File: src/rtl/debounce_pulse_pkg.sv
// Shared types and sizing helpers for the button debouncer / pulse generator.
// The package name is what the other files import, independent of this file's name.
package debounce_pkg;

   typedef enum logic [2:0] {
      IDLE        = 3'd0,
      PRESS_DB    = 3'd1,
      HELD_DELAY  = 3'd2,
      HELD_REPEAT = 3'd3,
      RELEASE_DB  = 3'd4
   } debounce_state_t;

   function automatic int max3(input int a, input int b, input int c);
      int m;
      m = a;
      if (b > m) m = b;
      if (c > m) m = c;
      return m;
   endfunction

   // Wide enough to hold the largest terminal count plus one; never below 1 bit.
   function automatic int timer_width(input int stable_cycles, input int repeat_delay,
                                      input int repeat_period);
      int w;
      w = $clog2(max3(stable_cycles, repeat_delay, repeat_period) + 1);
      if (w < 1) w = 1;
      return w;
   endfunction

endpackage

File: src/rtl/debounce_pulse_sync_2ff.sv
// Two-flop synchronizer bringing the raw button into the clk domain.
// Both stages clear on reset so a held button is seen as a fresh press afterwards.
module sync_2ff (
   input  logic clk,
   input  logic reset_n,
   input  logic d,
   output logic q
);

   logic meta;

   always_ff @(posedge clk) begin
      if (!reset_n) begin
         meta <= 1'b0;
         q    <= 1'b0;
      end else begin
         meta <= d;
         q    <= meta;
      end
   end

endmodule

File: src/rtl/debounce_pulse.sv
// Button debouncer: registered press strobe with optional auto-repeat, plus debounced level.
//
//   state       | meaning
//   ------------+-------------------------------------------------------------
//   IDLE        | button released and stable, level=0
//   PRESS_DB    | counting consecutive high samples before accepting a press
//   HELD_DELAY  | press accepted; waiting REPEAT_DELAY before auto-repeat
//   HELD_REPEAT | auto-repeat active, one strobe every REPEAT_PERIOD cycles
//   RELEASE_DB  | counting consecutive low samples before accepting release
module debounce_pulse
   import debounce_pkg::*;
#(
   parameter int STABLE_CYCLES = 16,
   parameter int REPEAT_DELAY  = 0,
   parameter int REPEAT_PERIOD = 8
) (
   input  logic clk,
   input  logic reset_n,
   input  logic btn_in,
   output logic pulse,
   output logic level
);

   localparam int TW = timer_width(STABLE_CYCLES, REPEAT_DELAY, REPEAT_PERIOD);

   localparam logic [TW-1:0] STABLE_TC = TW'(STABLE_CYCLES - 1);
   localparam logic [TW-1:0] DELAY_TC  = TW'((REPEAT_DELAY > 0) ? (REPEAT_DELAY - 1) : 0);
   localparam logic [TW-1:0] PERIOD_TC = TW'(REPEAT_PERIOD - 1);
   localparam logic [TW-1:0] TIMER_ONE = TW'(1);
   localparam bit            REPEAT_EN = (REPEAT_DELAY > 0);
   localparam bit            SINGLE_DB = (STABLE_CYCLES == 1);

   initial begin
      if (STABLE_CYCLES < 1)
         $error("debounce_pulse: STABLE_CYCLES (%0d) must be >= 1", STABLE_CYCLES);
      if (REPEAT_DELAY < 0)
         $error("debounce_pulse: REPEAT_DELAY (%0d) must be >= 0", REPEAT_DELAY);
      if (REPEAT_PERIOD < 1)
         $error("debounce_pulse: REPEAT_PERIOD (%0d) must be >= 1", REPEAT_PERIOD);
   end

   logic            sync;
   debounce_state_t state;
   debounce_state_t state_next;
   logic [TW-1:0]   timer;
   logic [TW-1:0]   timer_next;
   logic            pulse_next;
   logic            level_next;

   sync_2ff u_sync (
      .clk     (clk),
      .reset_n (reset_n),
      .d       (btn_in),
      .q       (sync)
   );

   always_ff @(posedge clk) begin
      if (!reset_n) begin
         state <= IDLE;
         timer <= '0;
         pulse <= 1'b0;
         level <= 1'b0;
      end else begin
         state <= state_next;
         timer <= timer_next;
         pulse <= pulse_next;
         level <= level_next;
      end
   end

   // Every terminal-count compare either changes state or reloads the timer, so it never wraps.
   always_comb begin
      state_next = state;
      timer_next = timer;
      case (state)
         IDLE: begin
            if (sync) begin
               if (SINGLE_DB) begin
                  state_next = HELD_DELAY;
                  timer_next = '0;
               end else begin
                  state_next = PRESS_DB;
                  timer_next = TIMER_ONE;
               end
            end
         end
         PRESS_DB: begin
            if (!sync) begin
               state_next = IDLE;
               timer_next = '0;
            end else if (timer == STABLE_TC) begin
               state_next = HELD_DELAY;
               timer_next = '0;
            end else begin
               timer_next = timer + TIMER_ONE;
            end
         end
         HELD_DELAY, HELD_REPEAT: begin
            if (!sync) begin
               if (SINGLE_DB) begin
                  state_next = IDLE;
                  timer_next = '0;
               end else begin
                  state_next = RELEASE_DB;
                  timer_next = TIMER_ONE;
               end
            end else if (state == HELD_REPEAT) begin
               if (timer == PERIOD_TC) timer_next = '0;
               else                    timer_next = timer + TIMER_ONE;
            end else if (REPEAT_EN) begin
               if (timer == DELAY_TC) begin
                  state_next = HELD_REPEAT;
                  timer_next = '0;
               end else begin
                  timer_next = timer + TIMER_ONE;
               end
            end
         end
         RELEASE_DB: begin
            if (sync) begin
               state_next = HELD_DELAY;
               timer_next = '0;
            end else if (timer == STABLE_TC) begin
               state_next = IDLE;
               timer_next = '0;
            end else begin
               timer_next = timer + TIMER_ONE;
            end
         end
         default: begin
            state_next = IDLE;
            timer_next = '0;
         end
      endcase
   end

   // Strobes only on press acceptance and repeat ticks; bouncing back from RELEASE_DB is silent.
   always_comb begin
      pulse_next = 1'b0;
      case (state)
         IDLE, PRESS_DB: pulse_next = (state_next == HELD_DELAY);
         HELD_DELAY:     pulse_next = (state_next == HELD_REPEAT);
         HELD_REPEAT:    pulse_next = sync && (timer == PERIOD_TC);
         default:        pulse_next = 1'b0;
      endcase
      level_next = (state_next == HELD_DELAY) || (state_next == HELD_REPEAT) ||
                   (state_next == RELEASE_DB);
   end

endmodule
File: config.mk
export PLATFORM = sky130hd
export DESIGN_NAME = debounce_pulse
export DESIGN_NICKNAME = d
export VERILOG_FILES = /design/src/rtl/debounce_pulse_pkg.sv /design/src/rtl/debounce_pulse_sync_2ff.sv /design/src/rtl/debounce_pulse.sv
export SDC_FILE = /design/constraint.sdc
export NUM_CORES = 1
export LEC_CHECK = 0
export BUFFER_PORTS_ARGS = -buffer_cell sky130_fd_sc_hd__buf_2
export CORE_ASPECT_RATIO = 1.25
export CORE_MARGIN = 2
export CORE_UTILIZATION = 35
export DETAILED_ROUTE_END_ITERATION = 7
export PLACE_DENSITY = 0.58
export SYNTH_ARGS = -nofsm -noshare
export SYNTH_HDL_FRONTEND = slang
export SYNTH_SLANG_ARGS = --single-unit
File: constraint.sdc
create_clock -name clk -period 2.6 [get_ports clk]
set_clock_uncertainty 0.2 [all_clocks]
set_input_delay 0.39 -clock clk [delete_from_list [all_inputs] [get_ports clk]]
set_output_delay 0.39 -clock clk [all_outputs]
set_load 0.02 [all_outputs]
# Word level (Yosys, flattened, before mapping)
# Cells that the tools add are included.
# Widths: inputs -> output; s select.
[totals]
ff_bits = 12
inputBits = 3
elab_cells = 41
[op_classes]
n_reduce_logical = 7
eq_ne = 11
add_sub_neg = 1
muxes = 16
[op_table]
columns = ["op", "count"]
rows = [
  ["$mux 5", 7],
  ["$pmux 5 s4", 1],
  ["$mux 3", 6],
  ["$eq 3x2->1 const B", 4],
  ["$pmux 3 s4", 1],
  ["$eq 3x3->1 const B", 2],
  ["$add 5x1->5 const B", 1],
  ["$eq 5x3->1 const B", 1],
  ["$eq 5x4->1 const B", 1],
  ["$reduce_or 2->1", 2],
  ["$eq 3x1->1 const B", 1],
  ["$logic_not 3->1", 1],
  ["$ne 3x3->1 const B", 1],
  ["$pmux 1 s3", 1],
  ["$logic_or 1x1->1", 2],
  ["$ne 2x1->1 const B", 1],
  ["$reduce_and 2->1", 1],
  ["$logic_and 1x1->1", 1],
]

# Logic depth before layout (Yosys ltp)
# Gate-level depths: netlist of the first run.
[logic_depth]
ltp_word = 7
ltp_mapped = 9
ltp_nobuf = 8

# Cells and area by module
# Synthesis of the first run repeated with hierarchy kept, for this count alone.
[hier_totals]
cells_unflattened = 81
area_unflattened_um2 = 674.4
[by_module_without_submodules]
columns = ["module", "area_per_inst_um2", "cells_each", "seq_area_each_um2", "n_inst"]
rows = [
  ["debounce_pulse", 621.8, 77, 200.2, 1],
  ["sync_2ff", 52.6, 4, 40.0, 1],
]

# Worst setup path after synthesis of the first run
# OpenSTA, ideal clock, no wires.
[synth_timing]
path_type = "reg2reg"
startpoint = "register timer[0]"
endpoint = "register timer[1]"
setup_time_ps = 70
arrival_ps = 1560
stages_incl_launch_ff = 10
period_less_slack_ps = 1830
setup_slack_ps = 770
path_buffers = 1
path_cell_list = "dfxtp_1 > ha_1 > nand3_1 > inv_1 > ha_1 > clkbuf_1 > nor2_1 > a21boi_1 > o221ai_1 > o2bb2ai_1"
[synth_between]
elab_chain_len = 5
[synth_lines]
columns = ["item", "line_no", "rtl"]
rows = [
  ["start, declared", "debounce_pulse.sv:45", "logic [TW-1:0] timer;"],
  ["start signal, assigned", "debounce_pulse.sv:65", "timer <= timer_next;"],
  ["$add 5x1->5 / $eq 5x3->1 (equally long branches)", "-", ""],
  ["$mux 5", "debounce_pulse.sv:108", "if (timer == PERIOD_TC) timer_next = '0;"],
  ["$mux 5", "debounce_pulse.sv:107", "end else if (state == HELD_REPEAT) begin"],
  ["$mux 5", "debounce_pulse.sv:99", "if (!sync) begin"],
  ["$pmux 5 s4 *", "debounce_pulse.sv:75", "case (state)"],
]
# Mark *: on every way between the ends. The rest lies on a longest branch, timed or not. The select of a mux whose other input is x is not followed.
# A chain may end at the register's enable or synchronous reset.

# Worst setup path after layout of the first run
[layout_timing]
startpoint = "register timer[0]"
endpoint = "register timer[0]"
# Same word-level chain as after synthesis.

==> out/metrics.cfg, run 1 <==
[run_status]
status = finished clean

[pwr]
combPwrFrac = 0.048
p_switching_mw = 0.0857
p_seq_frac = 0.523
p_int_mw = 0.280
clockPowerShare = 0.428
vdd_ir_drop_max_mv = 0.257
p_per_area_nw_per_um2 = 454
finalPower_mw = 0.366
power.share.switching = 0.234
p_leak_nw = 0.294

[floorplanning]
die_x_um = 45.6
std_cell_rows = 18
fp.dieH_um = 56.0
ios = 5
core_um2 = 2000
initial_core_util = 0.378
die_area_um2 = 2550

[worst_setup_path]
reg2reg_depth = 8
required_ns = 2.58
endpoint_kind = flip-flop
path_cells = ha_1, nand3_1, inv_1, ha_1, nor2_1, a2bb2oi_1, o21ai_1, a22o_1
worstPathMaxFanout = 8
crit_family = adder cells
cpPeakStageDelay_ns = 0.38
crit_path_start_kind = flip-flop
cp.arrival_ns = 1.91
worst_path_max_delay_cell = dfxtp_1
critPathBufInv = 1
critPathMostFrequentCell = ha_1
r2r-start = timer[0]
criticalPathCategory = flip-flop to flip-flop
reg2reg_setup_slack_ns = 0.67
reg2reg_to = timer[0]

[job]
maxCapViolCount = 0

[cts]
h-tree-depth = 1
cts_buffer_depth = 2
clock_latency_ns = 0.28
cts-buffers-inserted = 3
cts_root_buf = clkbuf_4
postCtsResizedCells = 0
cts_sinks = 12
clkTransAtPathRegs_ns = 0.08
holdBufCountCts = 0
cts_tree = yes
post-cts-setup-buffer-count = 0

[worst_hold_path]
hold_end = u_sync.meta
min-delay-path-class = input port to flip-flop
worstHoldStart = btn_in
hold_depth = 2

[detailed_routing]
viasPerCell = 5.57
first_iter_violations = 5
route.detailed.drc = 0
dr_total_vias = 629
drtPass1Iterations = 4
routed_wirelength_mm = 1.47
ant_nets = 0
wire_per_inst_um = 13.0

[synthesis]
postSynthNetCount = 96
ys_warn_count = 0
synthArstFlopShare = 0
synth_area_um2 = 757
yosysUniqueCellTypes = 40
syn_inst = 90
synth_edf_count = 0
synth-main-ff-cell = dfxtp_1
ys_ff_latch = 12
syn_area_per_cell_um2 = 8.41
seq_area_frac_synth = 0.317

[global_routing]
first_global_vias = 555
grt_start_max_net_pins = 16
grt_use_total = 0.134
grt_pass1_wl_mm = 2.42
globalRouteOverflowTotal = 0
antenna_found_initial = 0

[cells_and_area]
diodes = 0
drive_gt1_frac = 0.108
postLayoutCellArea_um2 = 806
fin_nets = 100
postLayoutCoreUtil = 0.402
fin_cells = 113
area_delta_synth_final_pct = 6.45

[placed_design]
dp.cells = 109
place_hpwl_mm = 1.08
io_buffers = 4
gp_congestion = 0.852
place_ws_ns = 0.688
post_dp_cell_area_um2 = 769

[sta]
fin_crit_ns = 1.93
finalSetupViolations = 0
report.final.slew_viol_count = 0
rsz0062_at_grt = false
holdWs_ns = 0.109
fin_tns_setup_ns = 0
finalCritPeriodShare = 0.744
worstMarginPinSlew_ns = 0.493
slew_headroom = 0.671
max_freq_ghz = 0.517
setup_ws_ns = 0.666
hold_viol_final = 0

-- flip-flops by register name, indices dropped and copies added, names as in the netlist --
name / cells
u_sync.q: 1
state: 3
timer: 5
level: 1
pulse: 1
u_sync.meta: 1
-- cell usage after synthesis (2+ instances only) --
cell type | number | area (um2)
ha_1 | 3 | 37.5
and3_1 | 2 | 12.5
nor2b_1 | 2 | 12.5
nor2_1 | 4 | 15.0
nand2_1 | 3 | 11.3
nor3_1 | 2 | 10.0
o21ai_0 | 2 | 10.0
o22ai_1 | 2 | 12.5
o2bb2ai_1 | 2 | 17.5
nand3_1 | 2 | 10.0
inv_1 | 7 | 26.3
and2_1 | 4 | 25.0
mux2i_1 | 2 | 20.0
a21oi_1 | 7 | 35.0
buf_2 | 2 | 10.0
o21a_1 | 2 | 15.0
nand2b_1 | 6 | 37.5
dfxtp_1 | 12 | 240
a211oi_1 | 2 | 15.0
a22o_1 | 2 | 17.5
-- worst max path at each step --
stage	from	endpoint	slack [ns]	cells after the start
finish	timer[0]	timer[0]	0.67	8
global route	timer[0]	timer[0]	0.51	8
CTS	timer[0]	timer[1]	0.67	8
detailed placement	timer[0]	timer[1]	0.69	8
global placement	timer[0]	timer[0]	0.73	8
floorplan	timer[0]	timer[1]	0.77	9
-- worst reg2reg max path: stages (launching register included) --
cell	delay, ns
dfxtp_1	0.38
ha_1	0.22
nand3_1	0.12
inv_1	0.07
ha_1	0.29
nor2_1	0.10
a2bb2oi_1	0.19
o21ai_1	0.08
a22o_1	0.20
-- layout by cell type (no fill, tap or decap), drive strengths merged --
cell type | netlist | layout
nor3 | 2 | 2
o31ai | 1 | 1
dfxtp | 12 | 12
a21boi | 2 | 2
a211o | 1 | 1
o21a | 2 | 2
a22o | 2 | 2
clkbuf | 1 | 4
o2bb2ai | 2 | 2
and2 | 4 | 4
o22ai | 2 | 2
nand3b | 1 | 1
nor3b | 1 | 1
nand2b | 6 | 6
or4b | 1 | 1
a311oi | 1 | 1
or2 | 1 | 1
a21oi | 8 | 8
buf | 4 | 4
or3b | 1 | 1
inv | 7 | 7
nor2b | 2 | 2
xnor2 | 1 | 1
or4bb | 1 | 1
ha | 3 | 3
a211oi | 2 | 2
and4bb | 1 | 1
o221ai | 1 | 1
nand2 | 3 | 3
mux2i | 2 | 2
o21ai | 3 | 3
a2bb2oi | 1 | 1
and3 | 2 | 2
nor2 | 4 | 4
nand3 | 2 | 2
-- routing by layer --
layer / GRT usage / vias up / routed length (um)
met5: 0 / - / 0
met4: 0.113 / 0 / 57
met3: 0.0390 / 4 / 27
met2: 0.193 / 5 / 670
met1: 0.154 / 287 / 709
li1: - / 333 / -
-- power by group through the flow --
stage | combinational [mW] | clock (mW) | sequential (mW)
floorplan | 0.0153 | 0 | 0.193
detailed placement | 0.0175 | 0 | 0.196
finish | 0.0177 | 0.157 | 0.191
global route | 0.0196 | 0.170 | 0.192
global placement | 0.0175 | 0 | 0.196
CTS | 0.0177 | 0.160 | 0.191
-- cell type report --
type / count / area, um2
inverters: 7 / 26.3
clock buffers: 4 / 36.3
repair buffers: 4 / 20.0
flip-flops and latches: 12 / 240
fillers: 203 / 1200
well taps: 20 / 25.0
multi-input cells: 66 / 458
-- logic make-up after synthesis --
logic type      share of synthesized area
compound gates                      0.256
mux                                0.0264
simple gates                        0.261
buf+inv                            0.0777
xor+xnor                           0.0116
fa+ha+maj                          0.0496
flops                               0.317
Note: power is estimated with default switching activity, not from simulation.
==> run 2: changes to the inputs <==
Clock period 2.6 ns to 2 ns, I/O delays scaled along.
==> out/metrics.cfg, run 2 (same netlist as run 1, synthesis figures left out) <==
[run_status]
status = finished clean  ; unchanged

[worst_setup_path]
endpoint_kind = flip-flop  ; unchanged
crit_path_start_kind = flip-flop  ; unchanged
r2r-start = timer[0]  ; unchanged
critPathMostFrequentCell = ha_1  ; unchanged
cpPeakStageDelay_ns = 0.39  ; was 0.38 ns
criticalPathCategory = flip-flop to flip-flop  ; unchanged
worst_path_max_delay_cell = or4bb_1  ; was dfxtp_1
crit_family = simple AND/OR/NAND/NOR gates  ; was adder cells
required_ns = 2.02  ; was 2.58 ns
worstPathMaxFanout = 4  ; was 8
crit_start = timer[0]  ; unchanged
path_cells = ha_1, nand3_1, ha_1, or4bb_1, o31ai_1, o2bb2ai_1, a22o_1  ; was ha_1, nand3_1, inv_1, ha_1, nor2_1, a2bb2oi_1, o21ai_1, a22o_1
cp.arrival_ns = 1.89  ; was 1.91 ns
critPathBufInv = 0  ; was 1

[detailed_routing]
route.detailed.drc = 0  ; unchanged
wire_per_inst_um = 13.0  ; about the same
first_iter_violations = 11  ; was 5
ant_nets = 0  ; unchanged
routed_wirelength_mm = 1.49  ; was 1.47 mm
viasPerCell = 5.41  ; was 5.57
dr_total_vias = 622  ; was 629
drtPass1Iterations = 3  ; was 4

[global_routing]
grt_start_max_net_pins = 16  ; unchanged
grt_pass1_wl_mm = 2.70  ; was 2.42 mm
grt_use_total = 0.143  ; was 0.134
globalRouteOverflowTotal = 0  ; unchanged
antenna_found_initial = 0  ; unchanged
first_global_vias = 571  ; was 555

[cells_and_area]
reg_top3 = timer: 5 flops, state: 3 flops  ; unchanged
regMostFlops = timer  ; unchanged
final_common_cell = dfxtp_1  ; unchanged
fin_nets = 103  ; was 100
mostFrequentLayoutCells = dfxtp_1, inv_1, a21oi_1  ; unchanged
area_delta_synth_final_pct = 8.10  ; was 6.45%
drive_gt1_frac = 0.137  ; was 0.108
fill_cells = 204  ; was 203
diodes = 0  ; unchanged
largest_reg_flops = 5  ; unchanged

[cts]
cts_tree = yes  ; unchanged
holdBufCountCts = 0  ; unchanged
clock_latency_ns = 0.28  ; about the same
h-tree-depth = 1  ; unchanged
cts_buffer_depth = 2  ; unchanged
clkTransAtPathRegs_ns = 0.07  ; was 0.08 ns
cts_root_buf = clkbuf_4  ; unchanged
cts_sinks = 12  ; unchanged
post-cts-setup-buffer-count = 0  ; unchanged
postCtsResizedCells = 0  ; unchanged
cts-buffers-inserted = 3  ; unchanged

[floorplanning]
die_area_um2 = 2550  ; unchanged
fp.dieH_um = 56.0  ; unchanged
die_x_um = 45.6  ; unchanged
ios = 5  ; unchanged
std_cell_rows = 18  ; unchanged
initial_core_util = 0.378  ; unchanged
core_um2 = 2000  ; unchanged

[sta]
setup_ws_ns = 0.133  ; was 0.666 ns
hold_viol_final = 0  ; unchanged
fin_tns_setup_ns = 0  ; unchanged
finalCritPeriodShare = 0.933  ; was 0.744
max_freq_ghz = 0.536  ; was 0.517 GHz
rsz0062_at_grt = false  ; unchanged
slew_headroom = 0.657  ; was 0.671
fin_crit_ns = 1.87  ; was 1.93 ns
finalSetupViolations = 0  ; unchanged
report.final.slew_viol_count = 0  ; unchanged
worstMarginPinSlew_ns = 0.514  ; was 0.493 ns

[placed_design]
gp_congestion = 0.837  ; was 0.852
place_hpwl_mm = 1.10  ; was 1.08 mm
io_buffers = 4  ; unchanged
place_ws_ns = 0.148  ; was 0.688 ns

[worst_hold_path]
worstHoldStart = btn_in  ; unchanged
min-delay-path-class = input port to flip-flop  ; unchanged

[job]
maxCapViolCount = 0  ; unchanged

[pwr]
p_leak_nw = 0.302  ; was 0.294 nW
vdd_ir_drop_max_mv = 0.295  ; was 0.257 mV
p_per_area_nw_per_um2 = 516  ; was 454 nW/um2

-- run 2: worst paths after layout --
path	endpoint	slack (ns)	depth (start not counted)
setup / recovery	timer[4]	0.13	7
hold / removal	u_sync.meta	0.03	2
setup reg to reg	timer[4]	0.13	7
hold reg to reg	u_sync.q	0.24	1
-- run 2: through the flow --
step	utilization	cells	instance area (um2)	hold slack (ns)	power (mW)
floorplan	-	90	757	0.212	0.271
global placement	0.395	112	792	0.214	0.278
detailed placement	0.395	112	792	0.218	0.278
CTS	0.406	115	815	0.0242	0.434
global route	0.408	115	818	0.0409	0.448
finish	0.408	115	818	0.0342	0.423
-- run 2: power breakdown --
group	internal (mW)	total (mW)	switching, mW
combinational	0.0105	0.0232	0.0127
sequential	0.243	0.249	0.00633
clock	0.0699	0.150	0.0804
-- run 2: final cells by class --
cell class | count | area [um2] | share of cell area
repair buffers | 7 | 42.5 | 0.0520
multi-input cells | 66 | 462 | 0.564
well taps | 20 | 25.0 | 0.0306
flip-flops and latches | 12 | 240 | 0.294
clock buffers | 3 | 22.5 | 0.0275
inverters | 7 | 26.3 | 0.0321
-- run 2: per-layer routing --
layer / GRT usage / share of wire / wire [um]
met4: 0.101 / 0.036 / 53
met2: 0.187 / 0.43 / 639
met1: 0.208 / 0.52 / 772
met5: 0 / 0 / 0
met3: 0.0195 / 0.018 / 27
-- run 2: worst register-to-register path, stage by stage (launching register included) --
cell and delay [ns]:
dfxtp_1 0.34, ha_1 0.24, nand3_1 0.12, ha_1 0.16
or4bb_1 0.39, o31ai_1 0.08, o2bb2ai_1 0.14, a22o_1 0.13
==> run 3: changes to the inputs <==
Settings changed: ABC_AREA from default to 1.
Clock period 2 ns to 1.87 ns, I/O delays scaled along.
==> out/metrics.cfg, run 3 <==
[synthesis]
synth_edf_count = 0  ; unchanged
synth_area_leader_cell = dfxtp_1  ; unchanged
yosysUniqueCellTypes = 23  ; was 40
syn_inst = 107  ; was 90
ys_warn_count = 0  ; unchanged
postSynthNetCount = 113  ; was 96
synthTopCellsByArea = dfxtp_1, nand2_1, inv_1  ; was dfxtp_1, ha_1, nand2b_1
synthTopCellsByCount = nand2_1, inv_1, dfxtp_1, nor2_1, nand3_1  ; was dfxtp_1, a21oi_1, inv_1
synth_top_area_frac = 0.338  ; was 0.317
synthArstFlopShare = 0  ; unchanged
synth_area_um2 = 711  ; was 757 um2
ys_ff_latch = 12  ; unchanged
seq_area_frac_synth = 0.338  ; was 0.317
synth-main-ff-cell = dfxtp_1  ; unchanged
syn_area_per_cell_um2 = 6.64  ; was 8.41 um2
yosysMostFrequentCell = nand2_1  ; was dfxtp_1

[cts]
cts_root_buf = clkbuf_4  ; unchanged
clock_latency_ns = 0.28  ; about the same
clkTransAtPathRegs_ns = 0.08  ; was 0.07 ns
cts-buffers-inserted = 3  ; unchanged
h-tree-depth = 1  ; unchanged
cts_sinks = 12  ; unchanged
cts_tree = yes  ; unchanged
cts_buffer_depth = 2  ; unchanged

[detailed_routing]
wire_per_inst_um = 11.0  ; was 13.0 um
drtPass1Iterations = 4  ; was 3
viasPerCell = 4.97  ; was 5.41
dr_total_vias = 681  ; was 622
ant_nets = 0  ; unchanged
first_iter_violations = 15  ; was 11
routed_wirelength_mm = 1.51  ; was 1.49 mm
route.detailed.drc = 0  ; unchanged

[worst_setup_path]
crit_path_start_kind = flip-flop  ; unchanged
crit_start = timer[0]  ; unchanged
worstPathMaxFanout = 5  ; was 4
r2r-start = timer[0]  ; unchanged
required_ns = 1.83  ; was 2.02 ns
endpoint_kind = flip-flop  ; unchanged
criticalPathCategory = flip-flop to flip-flop  ; unchanged
cp.arrival_ns = 1.72  ; was 1.89 ns

[floorplanning]
die_x_um = 44.3  ; was 45.6 um
initial_core_util = 0.367  ; was 0.378
fp.dieH_um = 54.4  ; was 56.0 um
std_cell_rows = 18  ; unchanged
core_um2 = 1940  ; was 2000 um2
die_area_um2 = 2410  ; was 2550 um2
ios = 5  ; unchanged

[cells_and_area]
final_common_cell = nand2_1  ; was dfxtp_1
mostFrequentLayoutCells = nand2_1, inv_1, nor2_1, dfxtp_1, nand3_1  ; was dfxtp_1, inv_1, a21oi_1
fill_cells = 199  ; was 204
reg_top3 = timer: 5 flops, state: 3 flops  ; unchanged
diodes = 0  ; unchanged
fin_cells = 137  ; was 115
postLayoutCoreUtil = 0.422  ; was 0.408
area_delta_synth_final_pct = 15.1  ; was 8.10%
largest_reg_flops = 5  ; unchanged
fin_nets = 125  ; was 103
drive_gt1_frac = 0.265  ; was 0.137
regMostFlops = timer  ; unchanged

[sta]
report.final.slew_viol_count = 0  ; unchanged
max_freq_ghz = 0.569  ; was 0.536 GHz
finalCritPeriodShare = 0.939  ; was 0.933
slew_headroom = 0.790  ; was 0.657
fin_crit_ns = 1.76  ; was 1.87 ns
worstMarginPinSlew_ns = 0.315  ; was 0.514 ns
finalSetupViolations = 0  ; unchanged
hold_viol_final = 0  ; unchanged

[global_routing]
antenna_found_initial = 0  ; unchanged
grt_start_max_net_pins = 9  ; was 16
grt_use_total = 0.144  ; was 0.143
first_global_vias = 649  ; was 571
globalRouteOverflowTotal = 0  ; unchanged
grt_pass1_wl_mm = 2.55  ; was 2.70 mm

[placed_design]
gp_congestion = 0.869  ; was 0.837
dp.cells = 132  ; was 112
place_hpwl_mm = 1.18  ; was 1.10 mm
io_buffers = 4  ; unchanged

[job]
maxCapViolCount = 0  ; unchanged

[pwr]
vdd_ir_drop_max_mv = 0.337  ; was 0.295 mV
p_per_area_nw_per_um2 = 573  ; was 516 nW/um2
p_leak_nw = 0.377  ; was 0.302 nW

[worst_hold_path]
min-delay-path-class = input port to flip-flop  ; unchanged
worstHoldStart = reset_n  ; was btn_in

[run_status]
status = finished clean  ; unchanged

==> run 3: through the flow <==
stage | hold WS (ns) | setup TNS, ns | total power [mW] | cell area (um2) | setup slack [ns]
4_1_cts | 0.0494 | 0 | 0.469 | 796 | 0.0511
5_1_grt | 0.0856 | -0.0189 | 0.489 | 818 | -0.0189
6_report | 0.0423 | 0 | 0.469 | 818 | 0.114
3_5_place_dp | 0.214 | 0 | 0.307 | 763 | 0.0660
3_3_place_gp | 0.199 | 0 | 0.307 | 763 | 0.0900
2_1_floorplan | 0.174 | 0 | 0.295 | 711 | 0.221
==> run 3: report_power, final <==
part	switching [mW]	internal [mW]
clock	0.0905	0.0746
combinational	0.0252	0.0150
sequential	0.00444	0.259
total	0.120	0.349
==> run 3: worst paths after layout <==
kind / slack [ns] / end / cells past startpoint
min: 0.04 / u_sync.meta / 3
max: 0.11 / timer[0] / 11
max reg2reg: 0.11 / timer[0] / 11
min reg2reg: 0.22 / u_sync.q / 2
==> run 3: what timing repair did <==
| action | 4_1_cts | 5_1_grt |
|---|---|---|
| hold buffers | 1 | 0 |
| resized for setup | 0 | 6 |
| setup endpoints to repair | 0 | 8 |
| endpoints found under the hold margin | 1 | 0 |
| buffers inserted | 0 | 1 |
==> run 3: critical path, stage by stage, from the launching register on <==
cell and delay [ns]:
dfxtp_1 0.34, ha_1 0.18, nand2_1 0.08, nor2_2 0.12, ha_2 0.21, inv_2 0.06
nand3_1 0.07, nor2_1 0.04, nor2_1 0.08, nand3_1 0.08, nand2_1 0.10, a21oi_2 0.06
==> run 3: cell type report <==
| class | count | area (um2) | share of cell area |
|---|---|---|---|
| well taps | 20 | 25.0 | 0.0306 |
| inverters | 19 | 75.1 | 0.0917 |
| flip-flops and latches | 12 | 241 | 0.295 |
| repair buffers | 7 | 45.0 | 0.0550 |
| multi-input cells | 76 | 409 | 0.500 |
| clock buffers | 3 | 22.5 | 0.0275 |
==> run 3: cell families after synthesis <==
kind of cell               after synthesis  synth area share
and+or+nand+nor                         57             0.354
DFF                                     12             0.338
adders and majority gates                3            0.0528
AOI/OAI and AO/OA                       16             0.150
buffers and inverters                   19             0.106
==> run 3: per-layer routing <==
metal / vias up / track usage / wire (um)
li1: 359 / - / -
met1: 307 / 0.147 / 652
met2: 10 / 0.279 / 795
met3: 5 / 0.0297 / 36
met4: 0 / 0.0606 / 25
met5: - / 0 / 0
